--- src/rtl/cp0_irq_pkg.sv ---
// Shared types and constants for the CP0 interrupt sequencer.
package cp0_irq_pkg;

  typedef enum logic [1:0] {
    ST_IDLE = 2'd0,
    ST_REQ  = 2'd1,
    ST_HOLD = 2'd2
  } irq_state_e;

  localparam int IP_SW0     = 0;
  localparam int IP_SW1     = 1;
  localparam int IP_HW_BASE = 2;
  localparam int IP_TIMER   = 7;

  localparam logic [31:0] COMPARE_RST = 32'hFFFF_FFFF;

  // Index of the highest set bit, 0 when the vector is empty.
  function automatic logic [2:0] highest_bit(input logic [7:0] v);
    logic [2:0] idx;
    idx = 3'd0;
    for (int i = 0; i < 8; i++) begin
      if (v[i]) idx = 3'(i);
    end
    return idx;
  endfunction

endpackage

--- src/rtl/cp0_irq_controller_sync.sv ---
// Multi-flop synchronizer chain for asynchronous level inputs.
module irq_sync #(
  parameter int WIDTH  = 5,
  parameter int STAGES = 2
) (
  input  logic             clk,
  input  logic             rst,
  input  logic [WIDTH-1:0] din,
  output logic [WIDTH-1:0] dout
);

  logic [WIDTH-1:0] sync_q [STAGES];
  logic [WIDTH-1:0] sync_d [STAGES];

  // Each stage takes the previous one; stage 0 samples the raw input.
  always_comb begin
    sync_d[0] = din;
    for (int i = 1; i < STAGES; i++) begin
      sync_d[i] = sync_q[i-1];
    end
  end

  // Chain registers, cleared asynchronously.
  always_ff @(posedge clk or posedge rst) begin
    if (rst) begin
      for (int i = 0; i < STAGES; i++) sync_q[i] <= '0;
    end else begin
      for (int i = 0; i < STAGES; i++) sync_q[i] <= sync_d[i];
    end
  end

  assign dout = sync_q[STAGES-1];

endmodule

--- src/rtl/cp0_irq_controller.sv ---
// CP0 interrupt sequencer: Cause.IP formation, Count/Compare timer and
// request/accept handshake with a holdoff against re-raising.
module cp0_irq_controller
  import cp0_irq_pkg::*;
#(
  parameter int N_HW        = 5,
  parameter int SYNC_STAGES = 2,
  parameter int HOLD_MAX    = 4
) (
  input  logic            clk,
  input  logic            rst,
  input  logic [N_HW-1:0] hwIrq,
  input  logic            swIrqWrite,
  input  logic [1:0]      swIrqData,
  input  logic            countWrite,
  input  logic            compareWrite,
  input  logic [31:0]     cp0WData,
  input  logic            statusIE,
  input  logic            statusEXL,
  input  logic            statusERL,
  input  logic [7:0]      statusIM,
  input  logic            excAccept,
  output logic            interrupt,
  output logic [7:0]      causeIP,
  output logic [31:0]     countOut,
  output logic [31:0]     compareOut,
  output logic [2:0]      irqIndex
);

  localparam int HOLD_CW = $clog2(HOLD_MAX + 1);

  logic [N_HW-1:0]    hw_sync;
  logic [4:0]         hw_ip;
  logic [1:0]         sw_q, sw_d;
  logic [31:0]        count_q, count_d, count_inc;
  logic [31:0]        compare_q, compare_d;
  logic               half_q, half_d;
  logic               timer_pend_q, timer_pend_d;
  irq_state_e         state_q, state_d;
  logic [HOLD_CW-1:0] hold_cnt_q, hold_cnt_d;
  logic [7:0]         masked;
  logic               en;

  irq_sync #(.WIDTH(N_HW), .STAGES(SYNC_STAGES)) u_sync (
    .clk  (clk),
    .rst  (rst),
    .din  (hwIrq),
    .dout (hw_sync)
  );

  // Unused hardware line positions read as zero.
  always_comb begin
    hw_ip = '0;
    hw_ip[N_HW-1:0] = hw_sync;
  end

  assign causeIP  = {timer_pend_q, hw_ip, sw_q};
  assign masked   = causeIP & statusIM;
  assign en       = (|masked) & statusIE & ~statusEXL & ~statusERL;
  assign irqIndex = highest_bit(masked);

  assign count_inc = count_q + 32'd1;

  // Software bits and timer; register writes take priority over a match.
  always_comb begin
    sw_d         = sw_q;
    half_d       = ~half_q;
    count_d      = count_q;
    compare_d    = compare_q;
    timer_pend_d = timer_pend_q;
    if (swIrqWrite) sw_d = swIrqData;
    if (half_q) begin
      count_d = count_inc;
      if (count_inc == compare_q) timer_pend_d = 1'b1;
    end
    if (countWrite) begin
      count_d      = cp0WData;
      half_d       = 1'b0;
      timer_pend_d = timer_pend_q;
    end
    if (compareWrite) begin
      compare_d    = cp0WData;
      timer_pend_d = 1'b0;
    end
  end

  // Handshake FSM: accept of any exception moves to HOLD until EXL/ERL is
  // seen (or the holdoff expires), so the same line is not taken twice.
  always_comb begin
    state_d    = state_q;
    hold_cnt_d = hold_cnt_q;
    case (state_q)
      ST_IDLE: if (en) state_d = ST_REQ;
      ST_REQ: begin
        if (excAccept) begin
          state_d    = ST_HOLD;
          hold_cnt_d = '0;
        end else if (!en) begin
          state_d = ST_IDLE;
        end
      end
      ST_HOLD: begin
        if (statusEXL || statusERL || hold_cnt_q == HOLD_CW'(HOLD_MAX - 1)) begin
          state_d = ST_IDLE;
        end else begin
          hold_cnt_d = hold_cnt_q + HOLD_CW'(1);
        end
      end
      default: state_d = ST_IDLE;
    endcase
  end

  // All state registers, cleared asynchronously.
  always_ff @(posedge clk or posedge rst) begin
    if (rst) begin
      sw_q         <= '0;
      half_q       <= 1'b0;
      count_q      <= '0;
      compare_q    <= COMPARE_RST;
      timer_pend_q <= 1'b0;
      state_q      <= ST_IDLE;
      hold_cnt_q   <= '0;
    end else begin
      sw_q         <= sw_d;
      half_q       <= half_d;
      count_q      <= count_d;
      compare_q    <= compare_d;
      timer_pend_q <= timer_pend_d;
      state_q      <= state_d;
      hold_cnt_q   <= hold_cnt_d;
    end
  end

  assign interrupt  = (state_q == ST_REQ);
  assign countOut   = count_q;
  assign compareOut = compare_q;

endmodule

--- config.mk ---
export PLATFORM = sky130hd
export DESIGN_NAME = cp0_irq_controller
export DESIGN_NICKNAME = d
export VERILOG_FILES = /design/src/rtl/cp0_irq_pkg.sv /design/src/rtl/cp0_irq_controller_sync.sv /design/src/rtl/cp0_irq_controller.sv
export SDC_FILE = /design/constraint.sdc
export NUM_CORES = 1
export LEC_CHECK = 0
export CAP_MARGIN = 40
export CORE_UTILIZATION = 50
export DETAILED_ROUTE_END_ITERATION = 10
export PLACE_DENSITY = 0.8
export RECOVER_POWER = 25
export SYNTH_ARGS = -nofsm -noshare
export SYNTH_HDL_FRONTEND = slang
export SYNTH_SLANG_ARGS = --single-unit
--- constraint.sdc ---
create_clock -name clk -period 3.9 [get_ports clk]
set_input_delay 0.78 -clock clk [delete_from_list [all_inputs] [get_ports clk]]
set_output_delay 0.78 -clock clk [all_outputs]
set_load 0.03 [all_outputs]
-- Word level (Yosys, flattened, before mapping)
Cells that the tools add are included.
- bits in registers: 83
- word-level logic and storage cells: 61
- input port bits: 56
- output and inout port bits: 76
- bitwise gates (word level): 7
- reductions and logical operators: 11
- mux-type cells: 22
- $add $sub $neg: 2
- equality and inequality tests: 10
- operator list (cell ; count):
    two-way mux 32 bit ; 2
    adder 32 x 1 -> 32 bit (second input constant) ; 1
    equality test 32 bit ; 1
    two-way mux 3 bit ; 8
    AND reduction 3 bit ; 3
    bitwise AND 8 bit ; 1
    two-way mux 2 bit ; 4
    inequality test 2 bit (second input constant) ; 4
    nonzero test 2 bit ; 4
    OR reduction 8 bit ; 1
    two-way mux 1 bit ; 6
    case mux 2 bit (3 select lines) ; 1
    case mux 3 bit (2 select lines) ; 1
    adder 3 x 1 -> 3 bit (second input constant) ; 1
    bitwise AND 1 bit ; 3
    equality test 3 x 2 -> 1 bit (second input constant) ; 1
    inequality test 3 bit (second input constant) ; 1
    inverter 1 bit ; 3
    equality test 2 x 1 -> 1 bit (second input constant) ; 1
    equality test 2 bit (second input constant) ; 1
    logical NOT 2 bit ; 1
    logical OR 1 bit ; 2
    inequality test 2 x 1 -> 1 bit (second input constant) ; 1

-- Longest topological paths before layout
Gate-level depths: netlist (run 1).
- word-level depth: 8
- gate-level depth with buffers: 9
- mapped depth without buffers: 8

-- Cells and area by module
Synthesis (run 1) repeated with hierarchy kept, for this count alone.
- cell total of the unflattened synthesis: 469
- area total of the unflattened synthesis: 4680.7 µm²
- modules (own cells, without submodules) (module ; cells each ; area an instance (µm²) ; instances ; seq. area each (µm²)):
    cp0_irq_controller ; 458 ; 4426.7 ; 1 ; 1866.8
    irq_sync ; 11 ; 254.0 ; 1 ; 250.2

-- Worst setup path after synthesis (run 1)
OpenSTA, ideal clock, no wires.
- path type: register to register
- from: reg count_q[0] (netlist: countOut[0])
- to: reg timer_pend_q
- clock period less this slack: 2574 ps
- cell stages (with the launch flop): 10
- buffers on the path: 1
- path slack: 1326 ps
- arrival time: 2498 ps
- library setup time: 77 ps
- data required time: 3823 ps
- cells stage by stage: dfrtp_1 -> ha_1 -> nand3_4 -> or2_1 -> buf_6 -> or4_1 -> o32a_1 -> a22oi_1 -> nand4_1 -> o21ai_1
- word-level cells in the longest chain between the ends: 4
- ends and longest elaborated chain (what ; line ; RTL):
    start: declaration ; cp0_irq_controller.sv:35 ; logic [31:0] count_q, count_d, count_inc;
    start signal: assignment ; cp0_irq_controller.sv:126 ; count_q <= count_d;
    adder 32 x 1 -> 32 bit ; cp0_irq_controller.sv:62 ; assign count_inc = count_q + 32'd1;
    equality test 32 bit ; cp0_irq_controller.sv:74 ; if (count_inc == compare_q) timer_pend_d = 1'b1;
    nonzero test 2 bit (no source line) ; n/a ;
    AND reduction 3 bit (no source line) ; n/a ;
    end signal: assignment ; cp0_irq_controller.sv:128 ; timer_pend_q <= timer_pend_d;
    end: declaration ; cp0_irq_controller.sv:38 ; logic timer_pend_q, timer_pend_d;
No other way between the ends.
A chain may end at the register's enable or synchronous reset.

-- Worst setup path in the final report (run 1)
- from: in statusIM[2]
- to: out irqIndex[0]
- word-level cells in the longest chain between the ends: 7
- ends and longest elaborated chain (what ; line ; RTL):
    start: declaration ; cp0_irq_controller.sv:21 ; input logic [7:0] statusIM,
    bitwise AND 8 bit ; cp0_irq_controller.sv:58 ; assign masked = causeIP & statusIM;
    two-way mux 3 bit (6 in series) ; cp0_irq_pkg.sv:22 ; if (v[i]) idx = 3'(i);
    end: declaration ; cp0_irq_controller.sv:27 ; output logic [2:0] irqIndex
No other way between the ends.

==> results.md, run 1 <==
* CTS tree: built
* Overall Power at 0.002550 W
* Sequential fraction of the synthesis area at a little over two fifths
* Fmax at between 0.3 and 0.4 GHz
* Setup TNS after final layout at 0 ns
* Top-count cell post-synth: nand2_1
* Final setup violation count at 0
* Total of warnings raised by yosys at 0
* Port bufs at roughly 130
* Hold Crit Class: flop to flop
* Global-route track usage on met2 at between 40% and 50%
* Initial antenna violation count at 0
* Tmin final at around 3.3 ns
* Crit-path slowest cell: clkdlybuf4s50_1
* Die area at ~10,000 µm²
* Mean post-synth cell area at between 9 and 10 µm²
* First-pass iteration count of the detailed router at 5
* Slowest stage delay, CP at 0.60 ns
* Antenna diode count at 0
* Cell area after synthesis at a little under 5000 µm²
* Count of cell types in the netlist at ~60
* Crit path kind: input pin to primary output
* Die width at a little over 100 µm
* Worst r2r dst: timer_pend_q
* Share of flip-flops with an asynchronous set or reset at 100.0%
* Leak at roughly 2.4 nW
* H-tree depth at 3
* Crit. End Element: primary output
* Mapped Cells at 502
* Worst-path clk slew at 0.10 ns
* Final GP Congestion at 0.8596
* Gr ovfl total at 0
* Grt peak-use layer: met2
* Cts hold-fix bufs at 0
* CP Cell Sequence: clkdlybuf4s50_1 > nand2_1 > a32oi_1 > a21oi_1 > a21oi_1 > a21oi_1 > a21o_1 > clkdlybuf4s50_1
* Max cap viols at 2
* Clock Latency Late Sink at around 0.38 ns
* Synth area leader: dfrtp_1
* Worst EP required at ~3.1 ns
* Total number of vias at about 4,200
* Largest net degree at the start of global routing at 50
* Critical Path Fanout Max at 2
* Setup Skew at 0.01693 ns
* Starting density of the core at between 50% and 60%
* Top FF cell, synth: dfrtp_1
* Final period utilization at 84.58%
* Layout cell share with drive strength beyond 1 at about 16%
* Post-route DRC violation count at 0
* Final ANT Viol Nets at 0
* Top-area cell type share of the netlist area at 26.07%
* CTS buffer count at 9
* R2R cell count at 7
* Vias in the first global route at slightly above 4,000
* CP endpoint: irqIndex[0]
* Synth Net Count at approximately 560
* Failing checks: capacitance limit, slew limit
* DP HPWL at about 8900 µm
* First-pass GRT wire length at around 20,000 µm
* RSZ-0062 raised after global routing: no
* Via/cell ratio at approximately 5.6
* Outcome: complete, but fails checks
* Startpoint types: input pin
* Maximum VDD drop at approximately 0.25 mV
* Clk root buf: clkbuf_8
* Worst slew pin tran at 2.003 ns
* Hold Vio Cnt, Final at 0
* Iteration-0 DRC Markers at approximately 190
* Final Max Tran Viols at 84
* Synth Register Bits at 83
* Pwr per Cell Area at a little under 400 nW/µm²
* Crit path DAT at around 2.5 ns
* Gr usage total at between 20% and 30%
* Routed WL per cell at 16.48 µm
* Die Y at about 100 µm
* CTS Sinks at 83
* Post-synth EDFFs at 0
* Clock buffer depth at 2
* Floorplan row count at 35
* Most used cell along the critical path: a21oi_1
* Number of gates resized after cts at 0
* Syn-to-layout area delta at 32.95%
* Reg2reg setup slack at roughly 1.1 ns
* Worst slew margin at -33.53%
* Top cells by area, synth: dfrtp_1, dfstp_2, mux2_2
* # Post-CTS Setup Buffers at 0
* Layout Nets at slightly below 700
* Reg-to-reg startpoint: countOut[8]
* Commonest cells in the netlist: nand2_1, dfrtp_1, o21ai_0
* Core area at around 9400 µm²
* Io pins at approximately 130
* Met3 Use GR at roughly 5.4%
* GR Util met1 at 32.50%
* Routed wire length at ~12,000 µm
* Worst Setup SP: statusIM[2]
==> worst max-delay path: cells and delay by family <==
| family | cells | cell delay [ns] |
|---|---|---|
| simple gates | 1 | 0.06 |
| compound gates | 5 | 0.59 |
| buf+inv | 2 | 1.09 |
==> layout make-up <==
type	instances	area, µm²
Clock buffer	9	123.9
Clock inverter	7	127.6
Fill cell	746	2864
Inverter	13	50.05
Multi-Input combinational cell	375	2572
Sequential cell	83	2117
Tap cell	129	161.4
Timing Repair Buffer	136	1355
==> per-layer routing <==
| layer | wire length [µm] | up-vias |
|---|---|---|
| met2 | 6021 | 176 |
| met3 | 895 | 20 |
| met1 | 5273 | 1980 |
| met4 | 204 | 0 |
| li1 | - | 2006 |
| met5 | 0 | - |
==> state kept, by name (all words and copies together), names as in the netlist <==
signal / cells
compareOut: 32
countOut: 32
half_q: 1
hold_cnt_q: 3
state_q: 2
sw_q: 2
timer_pend_q: 1
u_sync.dout: 5
u_sync.sync_d: 5
==> metrics by stage <==
| step | instance area, µm² | hold WS, ns | std cells | setup slack [ns] | utilization (%) |
|---|---|---|---|---|---|
| floorplan | 4895 | 0.3312 | 502 | 1.036 | - |
| global placement | 6230 | 0.3326 | 734 | 0.6772 | 66.48 |
| detailed placement | 6277 | 0.3347 | 736 | 0.6132 | 66.98 |
| CTS | 6529 | 0.3579 | 752 | 0.6000 | 69.67 |
| global route | 6507 | 0.3702 | 752 | 0.3802 | 69.44 |
| finish | 6507 | 0.3554 | 752 | 0.6015 | 69.44 |
==> worst min-delay path by stage <==
stage / from / endpoint / slack, ns / depth (start not counted)
2_1_floorplan: u_sync.sync_d[0] / u_sync.dout[0] / 0.33 / 0
3_5_place_dp: u_sync.sync_d[4] / u_sync.dout[4] / 0.33 / 0
3_3_place_gp: u_sync.sync_d[3] / u_sync.dout[3] / 0.33 / 0
6_report: u_sync.sync_d[1] / u_sync.dout[1] / 0.36 / 0
5_1_grt: u_sync.sync_d[3] / u_sync.dout[3] / 0.37 / 0
4_1_cts: u_sync.sync_d[4] / u_sync.dout[4] / 0.36 / 0
==> where the power goes <==
part           total [W]  switching, W  leakage (nW)  internal, W
combinational   0.000668      0.000348          1.35     0.000320
clock           0.000796      0.000359         0.127     0.000437
sequential       0.00109      0.000125         0.960     0.000961
total            0.00255      0.000832          2.44      0.00172
==> cell usage in the layout, fill, tap and decap left out, drive strengths merged, types with 3 or more instances in the layout <==
cell           Yosys  layout
clkdlybuf4s50      0     123
nand2             61      61
dfrtp             51      51
o21ai             43      43
xnor2             41      41
mux2              34      34
dfstp             32      32
nor2              27      27
xor2              27      27
nand3             20      20
nand4             20      20
inv               13      16
nor3              14      14
clkbuf            15      12
nor4              10      10
a21oi              8       8
dlygate4sd3        0       7
a22oi              6       6
nor2b              5       5
nand2b             5       5
and4               5       5
o31ai              4       4
and2               3       3
and3               3       3
or3                3       3
nand4b             3       3
ha                 3       3
bufinv             0       3
buf               16       3
==> cell families (layout without fill, tap and decap cells) <==
logic type               Yosys count  in the layout  synth area share [%]
adder cells (fa/ha/maj)            3              3                0.7670
multiplexers                      35             35                 8.027
XOR/XNOR                          69             69                 12.63
buffers and inverters             44            165                 4.192
flip-flops                        83             83                 43.25
AND/OR/NAND/NOR                  189            189                 21.24
AO/OA/AOI/OAI                     79             79                 9.893
Power figures use the tool's default switching activity.
==> inputs of run 2 (changes only) <==
Settings changed: CORE_UTILIZATION 50 to 49, PLACE_DENSITY 0.8 to 0.79.
Clock period 3.9 ns to 3.2 ns, I/O delays scaled along.
==> run 2 against run 1 <==
  * The run still ends with capacitance limit, slew limit left
  * Sequential share of layout area is 0.081 points higher
  * Power rose by 19%
  * Wire length rose by 1.7%
  * Via count up 3.7%
  * First-iteration DRC count rose by 51%
  * Highest routed layer unchanged
  * Critical path depth did not move
==> results.md, run 2 (synthesized netlist as in run 1, its figures left out) <==
* Crit-path slowest cell: clkdlybuf4s50_1 (unchanged)
* Antenna diode count at 0 (unchanged)
* Vias in the first global route at 4,106 (was 4,063)
* Critical Path Fanout Max at 2 (unchanged)
* Slowest stage delay, CP at 0.58 ns (was 0.60 ns)
* Commonest non-fill, non-tap cell in the layout: clkdlybuf4s50_1 (unchanged)
* Min Hold Slack at 0.3529 ns (was 0.3554 ns)
* Gr usage total at 24.70% (was 25.48%)
* Hold Crit Class: flop to flop (unchanged)
* Via/cell ratio at 5.727 (was 5.561)
* Routed WL per cell at 16.65 µm (was 16.48 µm)
* Worst Setup SP: statusIM[2] (unchanged)
* Setup TNS after final layout at 0 ns (unchanged)
* Routed wire length at 12,600 µm (was 12,400 µm)
* Layout cell share with drive strength beyond 1 at 16.19% (was 15.57%)
* Die area at 10,390 µm² (was 10,190 µm²)
* Total number of vias at 4,335 (was 4,182)
* Clock Latency Late Sink at 0.37 ns (was 0.38 ns)
* Met3 WL at 825 µm (was 895 µm)
* Crit path DAT at 2.35 ns (was 2.52 ns)
* Startpoint types: input pin (unchanged)
* DP HPWL at 8986 µm (was 8877 µm)
* RSZ-0062 raised after global routing: no (unchanged)
* Outcome: complete, but fails checks (unchanged)
* Post-route DRC violation count at 0 (unchanged)
* Pwr per Cell Area at 467.0 nW/µm² (was 391.9 nW/µm²)
* First-pass iteration count of the detailed router at 4 (was 5)
* Final Util at 66.72% (was 69.44%)
* Reg-to-reg startpoint: countOut[0] (was countOut[8])
* Final period utilization at around 93%
* Die Y at 101.9 µm (was 100.9 µm)
* Maximum VDD drop at 0.2677 mV (was 0.2492 mV)
* WL met2 at 6189 µm (was 6021 µm)
* WL met1 at 5208 µm (was 5273 µm)
* Final GP Congestion at 0.8586 (was 0.8596)
* CP Cell Sequence: clkdlybuf4s50_1 > nand2_1 > a32oi_1 > a21oi_1 > a21oi_1 > a21oi_1 > a21o_1 > clkdlybuf4s50_1 (unchanged)
* Clk root buf: clkbuf_8 (unchanged)
* Hold_sp: u_sync.sync_d[3] (was u_sync.sync_d[1])
* CTS buffer count at 9 (unchanged)
* Crit. End Element: primary output (unchanged)
* Clock buffer depth at 2 (unchanged)
* CTS Sinks at 83 (unchanged)
* Layout Nets at 678 (was 677)
* Floorplan row count at 36 (was 35)
* Worst slew margin at -33.19% (was -33.53%)
* CTS tree: built (unchanged)
* Final setup violation count at 0 (unchanged)
* Failing checks: capacitance limit, slew limit (unchanged)
* Final Max Tran Viols at 84 (unchanged)
* Largest net degree at the start of global routing at 84 (was 50)
* Core area at 9729 µm² (was 9371 µm²)
* Crit path kind: input pin to primary output (unchanged)
* Die width at 101.9 µm (was 100.9 µm)
* H-tree depth at 3 (unchanged)
* Worst EP required at 2.56 ns (was 3.12 ns)
* Setup Skew at 0.009371 ns (was 0.01693 ns)
* Iteration-0 DRC Markers at 289 (was 191)
* # Post-CTS Setup Buffers at 0 (unchanged)
* Critical path buffers and inverters at 2 (unchanged)
* Dpl cells at 741 (was 736)
* Cts hold-fix bufs at 0 (unchanged)
* Most frequent cells in the layout: clkdlybuf4s50_1, nand2_1, dfrtp_1 (unchanged)
* Number of gates resized after cts at 0 (unchanged)
* Worst slew pin tran at 1.998 ns (was 2.003 ns)
* Final ANT Viol Nets at 0 (unchanged)
* Max cap viols at 1 (was 2)
* Syn-to-layout area delta at 32.62% (was 32.95%)
* Worst-path clk slew at 0.09 ns (was 0.10 ns)
* Family with the most delay on the worst path: buffers and inverters (unchanged)
* Starting density of the core at 50.31% (was 52.23%)
* Hold Vio Cnt, Final at 0 (unchanged)
* Gr ovfl total at 0 (unchanged)
* Initial antenna violation count at 0 (unchanged)
* First-pass GRT wire length at 19,910 µm (was 20,180 µm)
* Io pins at 132 (unchanged)
* Fmax at about 0.33 GHz
* Top layer in use: met4 (unchanged)
* Final cell count without fillers at 757 (was 752)
* Tmin final at 2.987 ns
* Most used cell along the critical path: a21oi_1 (unchanged)
* Port bufs at 131 (unchanged)
* Leak at 2.430 nW (was 2.436 nW)
## run 2: cell types whose count changed in the layout (fill, tap and decap cells not counted), moves of 2 or more
cell,change
buf_4,+3
clkbuf_8,+2
inv_6,-3
clkinv_4,+2
clkbuf_1,-3
## run 2: stage by stage
step	setup slack, ns	total power, W	area [µm²]
6_report	0.2133	0.003031	6491
2_1_floorplan	0.4762	0.001819	4895
3_5_place_dp	0.2175	0.002161	6270
4_1_cts	0.2097	0.003054	6506
3_3_place_gp	0.2738	0.002139	6270
5_1_grt	0.07336	0.003169	6491
## run 2: layout make-up
| cell class | count | area (µm²) |
|---|---|---|
| clock inverters | 5 | 85.08 |
| flip-flops and latches | 83 | 2117 |
| inverters | 13 | 50.05 |
| fillers | 803 | 3238 |
| repair buffers | 137 | 1349 |
| clock buffers | 11 | 151.4 |
| well taps | 133 | 166.4 |
| multi-input cells | 375 | 2572 |
## run 2: worst reg2reg max path: cells and delay by family, from the launching register on
family | cells | cell delay, ns
and+or+nand+nor | 4 | 1.23
AOI/OAI and AO/OA | 3 | 0.51
DFF | 1 | 0.53
adders and majority gates | 1 | 0.36
## run 2: path summary, 6_finish.rpt
kind | cells past startpoint | endpoint | slack (ns)
worst min-delay path | 0 | u_sync.dout[3] | 0.35
worst max-delay path | 8 | irqIndex[0] | 0.21
min in group asynchronous | 3 | countOut[10] | 1.44
worst min register to register | 0 | u_sync.dout[3] | 0.35
max in group asynchronous | 3 | countOut[6] | 0.55
worst max register to register | 8 | timer_pend_q | 0.50
## run 2: per-layer routing
metal / GRT usage (%) / up-vias
li1: - / 2010
met2: 39.86 / 203
met1: 32.42 / 2085
met3: 4.172 / 37
met4: 11.98 / 0
met5: 0 / -
## run 2: power by group
part	internal [W]	switching (W)	leakage (nW)
Sequential	0.00117	0.000150	0.960
Clock	0.000485	0.000404	0.116
Combinational	0.000388	0.000433	1.35
==> inputs of run 3 (changes only) <==
Settings changed: CAP_MARGIN 40 to not set, CORE_MARGIN set to 3.
==> run 3 against run 2 <==
  * The run still ends with capacitance limit, slew limit left
  * Combinational power about the same
  * Final cell count shrank 0.53%
  * Critical path depth down 1
  * Cell area is 0.37% lower
  * Core utilization is 1.7 points higher
  * Clock skew grew 0.0064 ns
  * Die area grew 8.0%
  * Non-clock buffer count unchanged
  * Setup slack improved by 0.018 ns
  * Global-route usage is 1.2 points lower
  * Sequential power is essentially flat
  * Count of clock-buffer cells in the layout decreased by 2
  * Highest routed layer unchanged
==> results.md, run 3 (synthesized netlist as in run 1, its figures left out) <==
* Most used cell along the critical path: a21oi_1 (unchanged)
* Reg-to-reg startpoint: countOut[0] (unchanged)
* Via/cell ratio at 5.636 (was 5.727)
* Gr ovfl total at 0 (unchanged)
* CTS tree: built (unchanged)
* Layout cell share with drive strength beyond 1 at 16.03% (was 16.19%)
* Failing checks: capacitance limit, slew limit (unchanged)
* Die width at 105.9 µm (was 101.9 µm)
* First-pass GRT wire length at 21,480 µm (was 19,910 µm)
* # Post-CTS Setup Buffers at 0 (unchanged)
* Overall Power at 0.002940 W (was 0.003031 W)
* Die area at 11,220 µm² (was 10,390 µm²)
* CP Cell Sequence: clkdlybuf4s50_1 > a32oi_1 > a21oi_1 > a21oi_1 > a21oi_1 > a21o_1 > clkdlybuf4s50_1 (was clkdlybuf4s50_1 > nand2_1 > a32oi_1 > a21oi_1 > a21oi_1 > a21oi_1 > a21o_1 > clkdlybuf4s50_1)
* Worst-path clk slew at 0.09 ns (about the same)
* Setup TNS after final layout at 0 ns (unchanged)
* H-tree depth at 3 (unchanged)
* Maximum VDD drop at 0.2535 mV (was 0.2677 mV)
* First-pass iteration count of the detailed router at 5 (was 4)
* Die Y at 105.9 µm (was 101.9 µm)
* Worst r2r dst: timer_pend_q (unchanged)
* Crit-path slowest cell: clkdlybuf4s50_1 (unchanged)
* RSZ-0062 raised after global routing: no (unchanged)
* Syn-to-layout area delta at 32.13% (was 32.62%)
* Starting density of the core at 51.75% (was 50.31%)
* Setup Skew at 0.01573 ns (was 0.009371 ns)
* Final ANT Viol Nets at 0 (unchanged)
* Final GP Congestion at 0.8441 (was 0.8586)
* Post-route DRC violation count at 0 (unchanged)
* Routed wire length at 13,030 µm (was 12,600 µm)
* Cts hold-fix bufs at 0 (unchanged)
* R2R cell count at 8 (unchanged)
* Hold Crit Class: flop to flop (unchanged)
* Clk root buf: clkbuf_8 (unchanged)
* Area occupied by registers at 2117 µm² (unchanged)
* DP HPWL at 9559 µm (was 8986 µm)
* Worst slew margin at -6.748% (was -33.19%)
* Total number of vias at 4,244 (was 4,335)
* Startpoint types: input pin (unchanged)
* Leak at 2.415 nW (was 2.430 nW)
* Reg2reg setup slack at 0.53 ns (was 0.50 ns)
* CTS buffer count at 9 (unchanged)
* Crit path DAT at 2.33 ns (was 2.35 ns)
* Vias in the first global route at 4,258 (was 4,106)
* Port bufs at 131 (unchanged)
* Floorplan row count at 35 (was 36)
* Crit. End Element: primary output (unchanged)
* Hold EP: u_sync.dout[2] (was u_sync.dout[3])
* Hold Vio Cnt, Final at 0 (unchanged)
* Worst EP required at 2.56 ns (about the same)
* Gr usage total at 23.45% (was 24.70%)
* Outcome: complete, but fails checks (unchanged)
* Clock buffer depth at 2 (unchanged)
* Worst slew pin tran at 1.592 ns (was 1.998 ns)
* Commonest non-fill, non-tap cell in the layout: clkdlybuf4s50_1 (unchanged)
* Number of gates resized after cts at 0 (unchanged)
* Largest net degree at the start of global routing at 66 (was 84)
* Clock Latency Late Sink at 0.36 ns (was 0.37 ns)
* Core area at 9459 µm² (was 9729 µm²)
* Crit path kind: input pin to primary output (unchanged)
* Final period utilization at 92.78% (was 93.34%)
* Routed WL per cell at 17.30 µm (was 16.65 µm)
* Io pins at 132 (unchanged)
* Critical Path Fanout Max at 2 (unchanged)
* Final setup violation count at 0 (unchanged)
* Initial antenna violation count at 0 (unchanged)
* Slowest stage delay, CP at 0.66 ns (was 0.58 ns)
* Hold_sp: u_sync.sync_d[2] (was u_sync.sync_d[3])
* Final Max Tran Viols at 34 (was 84)
* Layout Nets at 678 (unchanged)
* Fillcell total at 788 (was 803)
* Pwr per Cell Area at 454.5 nW/µm² (was 467.0 nW/µm²)
* Most frequent cells in the layout: clkdlybuf4s50_1, nand2_1, dfrtp_1 (unchanged)
* Tmin final at 2.969 ns (was 2.987 ns)
* Fmax at 0.3368 GHz (was 0.3348 GHz)
* Worst hold path cell count at 0 (unchanged)
* Multi-input gate area at 2572 µm² (unchanged)
* Max cap viols at 1 (unchanged)
* Iteration-0 DRC Markers at 254 (was 289)
* CTS Sinks at 83 (unchanged)
* Antenna diode count at 0 (unchanged)
run 3: changes by cell type in the layout (fill, tap and decap cells not counted):
| cell | change |
|---|---|
| buf_12 | +1 |
| buf_2 | -1 |
| buf_4 | -1 |
| bufinv_16 | -1 |
| clkbuf_1 | +1 |
| clkbuf_8 | -2 |
| clkdlybuf4s50_1 | -2 |
| clkinv_4 | -1 |
| clkinvlp_4 | +1 |
| dlygate4sd3_1 | +2 |
| inv_6 | +2 |
| inv_8 | +1 |
run 3: through the flow:
stage | setup slack [ns] | util [%] | std cells | cell area, µm² | hold slack, ns
floorplan | 0.4762 | - | 502 | 4895 | 0.3312
global placement | 0.2551 | 66.23 | 737 | 6265 | 0.3313
CTS | 0.2331 | 68.41 | 753 | 6471 | 0.3615
detailed placement | 0.2314 | 66.23 | 737 | 6265 | 0.3386
global route | 0.1411 | 68.37 | 753 | 6467 | 0.3680
finish | 0.2311 | 68.37 | 753 | 6467 | 0.3578
run 3: worst max path at each step:
stage | endpoint | startpoint | cells after the start
6_report | irqIndex[0] | statusIM[1] | 7
5_1_grt | irqIndex[0] | statusIM[1] | 7
4_1_cts | irqIndex[0] | statusIM[2] | 8
3_5_place_dp | irqIndex[0] | statusIM[2] | 8
3_3_place_gp | irqIndex[0] | statusIM[2] | 8
2_1_floorplan | countOut[0] | rst | 1
run 3: layout make-up:
cell class / count / area share, %
Sequential cell: 83 / 32.73
Multi-Input combinational cell: 375 / 39.78
Clock inverter: 7 / 1.277
Inverter: 13 / 0.7738
Timing Repair Buffer: 137 / 21.03
Clock buffer: 9 / 1.915
Tap cell: 129 / 2.496
run 3: routing by layer:
metal,track usage [%],up-vias,wire length [µm]
met3,5.039,18,820
li1,-,2005,-
met2,39.98,155,6514
met5,0,-,0
met1,30.64,2066,5523
met4,5.550,0,170
run 3: report_power, final:
| group | leakage [nW] | internal (W) | switching [W] | total (W) |
|---|---|---|---|---|
| Sequential | 0.960 | 0.00117 | 0.000149 | 0.00132 |
| Combinational | 1.36 | 0.000389 | 0.000432 | 0.000822 |
| Clock | 0.0984 | 0.000373 | 0.000424 | 0.000797 |
| Total | 2.42 | 0.00193 | 0.00101 | 0.00294 |
run 3: worst max-delay path: cells and delay by family:
kind | cells | cell delay [ns]
buf+inv | 2 | 1.16
compound gates | 5 | 0.53
==> RTL change (settings of run 3) <==
`HOLD_MAX`: 4 -> 2.
--- a/src/rtl/cp0_irq_controller.sv
+++ b/src/rtl/cp0_irq_controller.sv
@@ -7,3 +7,3 @@
   parameter int SYNC_STAGES = 2,
-  parameter int HOLD_MAX    = 4
+  parameter int HOLD_MAX    = 2
 ) (
Behaviour: not the same (Yosys sat finds a counterexample within 10 cycles, from zero or initial values and one cycle with rst high).
==> RTL change against run 3 <==
The flow still finishes with violations (max-capacitance violations, max-slew violations). Critical path depth grew 1. First-iteration DRC count shrank 2.8%. Worst setup slack lost 0.024 ns. Clock power shrank 2%. Sequential share of layout area grew 0.53 points. Final cell count shrank 2.9%. Area after synthesis shrank 4.3%. Sequential cell count shrank 1. Total power shrank 0.61%. Wire length shrank 3.4%. Non-clock buffer count grew 2. Cell area shrank 2.8%. Critical path type unchanged. Critical endpoint unchanged. Largest power group unchanged.
==> RTL change: results (changes against run 3) <==
Timing
  – Achievable Freq: 334 MHz (-0.80%)
  – Worst hold slack: 0.353 ns (-0.00480 ns)
  – Number of slew-limit violations in the final report: 35 (+2.9%)

Logic synthesis
  – Distinct cells, synth: 54 (-8.5%)
  – Portion of the post-synthesis area used by sequential elements: 44.7% (+1.4 points)

Critical path
  – Setup slack of the worst register-to-register path: 0.28 ns (-0.25 ns)
  – RR Startpoint: countOut[1]
  – Delay of the slowest cell on the worst path: 0.59 ns (-0.07 ns)
  – Reg2reg path depth: 9 (+1)
  – CP arrival: 2.35 ns (+0.02 ns)

Power and ir drop
  – Clock group share of total power: 26.9% (-0.2 points)
  – Power share of the sequential group: 44.3% (-0.6 points)
  – Worst IR Drop VDD: 0.250 mV (-1.2%)
  – Leakage power: 2.34 nW (-3.0%)

Run status
  – Result of the run: complete, but fails checks
  – Violated checks: max-capacitance violations, max-slew violations

Final layout
  – Fraction of final layout cells with drive strength greater than 1: 17.1% (+1.1 points)
  – Clock tree cell share of total cell area: 3.24% (+0.051 points)
  – Reg area: 0.00209 mm² (-1.2%)
  – Number of combinational gates with multiple inputs: 357 (-4.8%)
  – Non-CTS buffers: 139 (+1.5%)
  – Fill cell count: 770 (-2.3%)
  – Number of clock buffers in the layout: 11 (+2)

Place
  – Setup Slack @ Placement: -0.0206 ns (-0.252 ns)
  – Placed cell count: 715 (-3.0%)
  – GP Congestion: 0.852 (+0.94%)
  – HPWL after DPL: 9090 µm (-4.9%)

Flow run
  – MaxCap Viol Count: 1 (unchanged)

Detailed routing
  – Final Routed Wirelength: 12600 µm (-3.4%)
  – Routed vias: 4048 (-4.6%)

Global routing
  – Pin count of the biggest net entering global routing: 65 (-1.5%)
-- RTL change: cell types whose count changed after synthesis, moves of 4 or more --
| cell | delta |
|---|---|
| sky130_fd_sc_hd__xor2_1 | +7 |
| sky130_fd_sc_hd__nor3_1 | -4 |
| sky130_fd_sc_hd__nor2_1 | -4 |
| sky130_fd_sc_hd__inv_1 | -5 |
| sky130_fd_sc_hd__nand2_1 | +7 |
| sky130_fd_sc_hd__buf_2 | -5 |
| sky130_fd_sc_hd__clkbuf_2 | +5 |
-- RTL change: per-layer routing --
metal | vias to the layer above | global-route usage, % | part of all wire (%) | wire length, µm
met5 | - | 0 | 0 | 0
met4 | 0 | 8.36 | 1.7 | 212
met3 | 17 | 6.23 | 8.2 | 1030
met2 | 190 | 40.1 | 47 | 5940
met1 | 1944 | 30.2 | 43 | 5410
li1 | 1897 | - | - | -
-- RTL change: cells by family after synthesis --
group	share of synthesized area, %
simple gates	19.3
flops	44.7
xor+xnor	14.6
compound gates	8.71
buf+inv	3.79
mux	8.15
fa+ha+maj	0.748
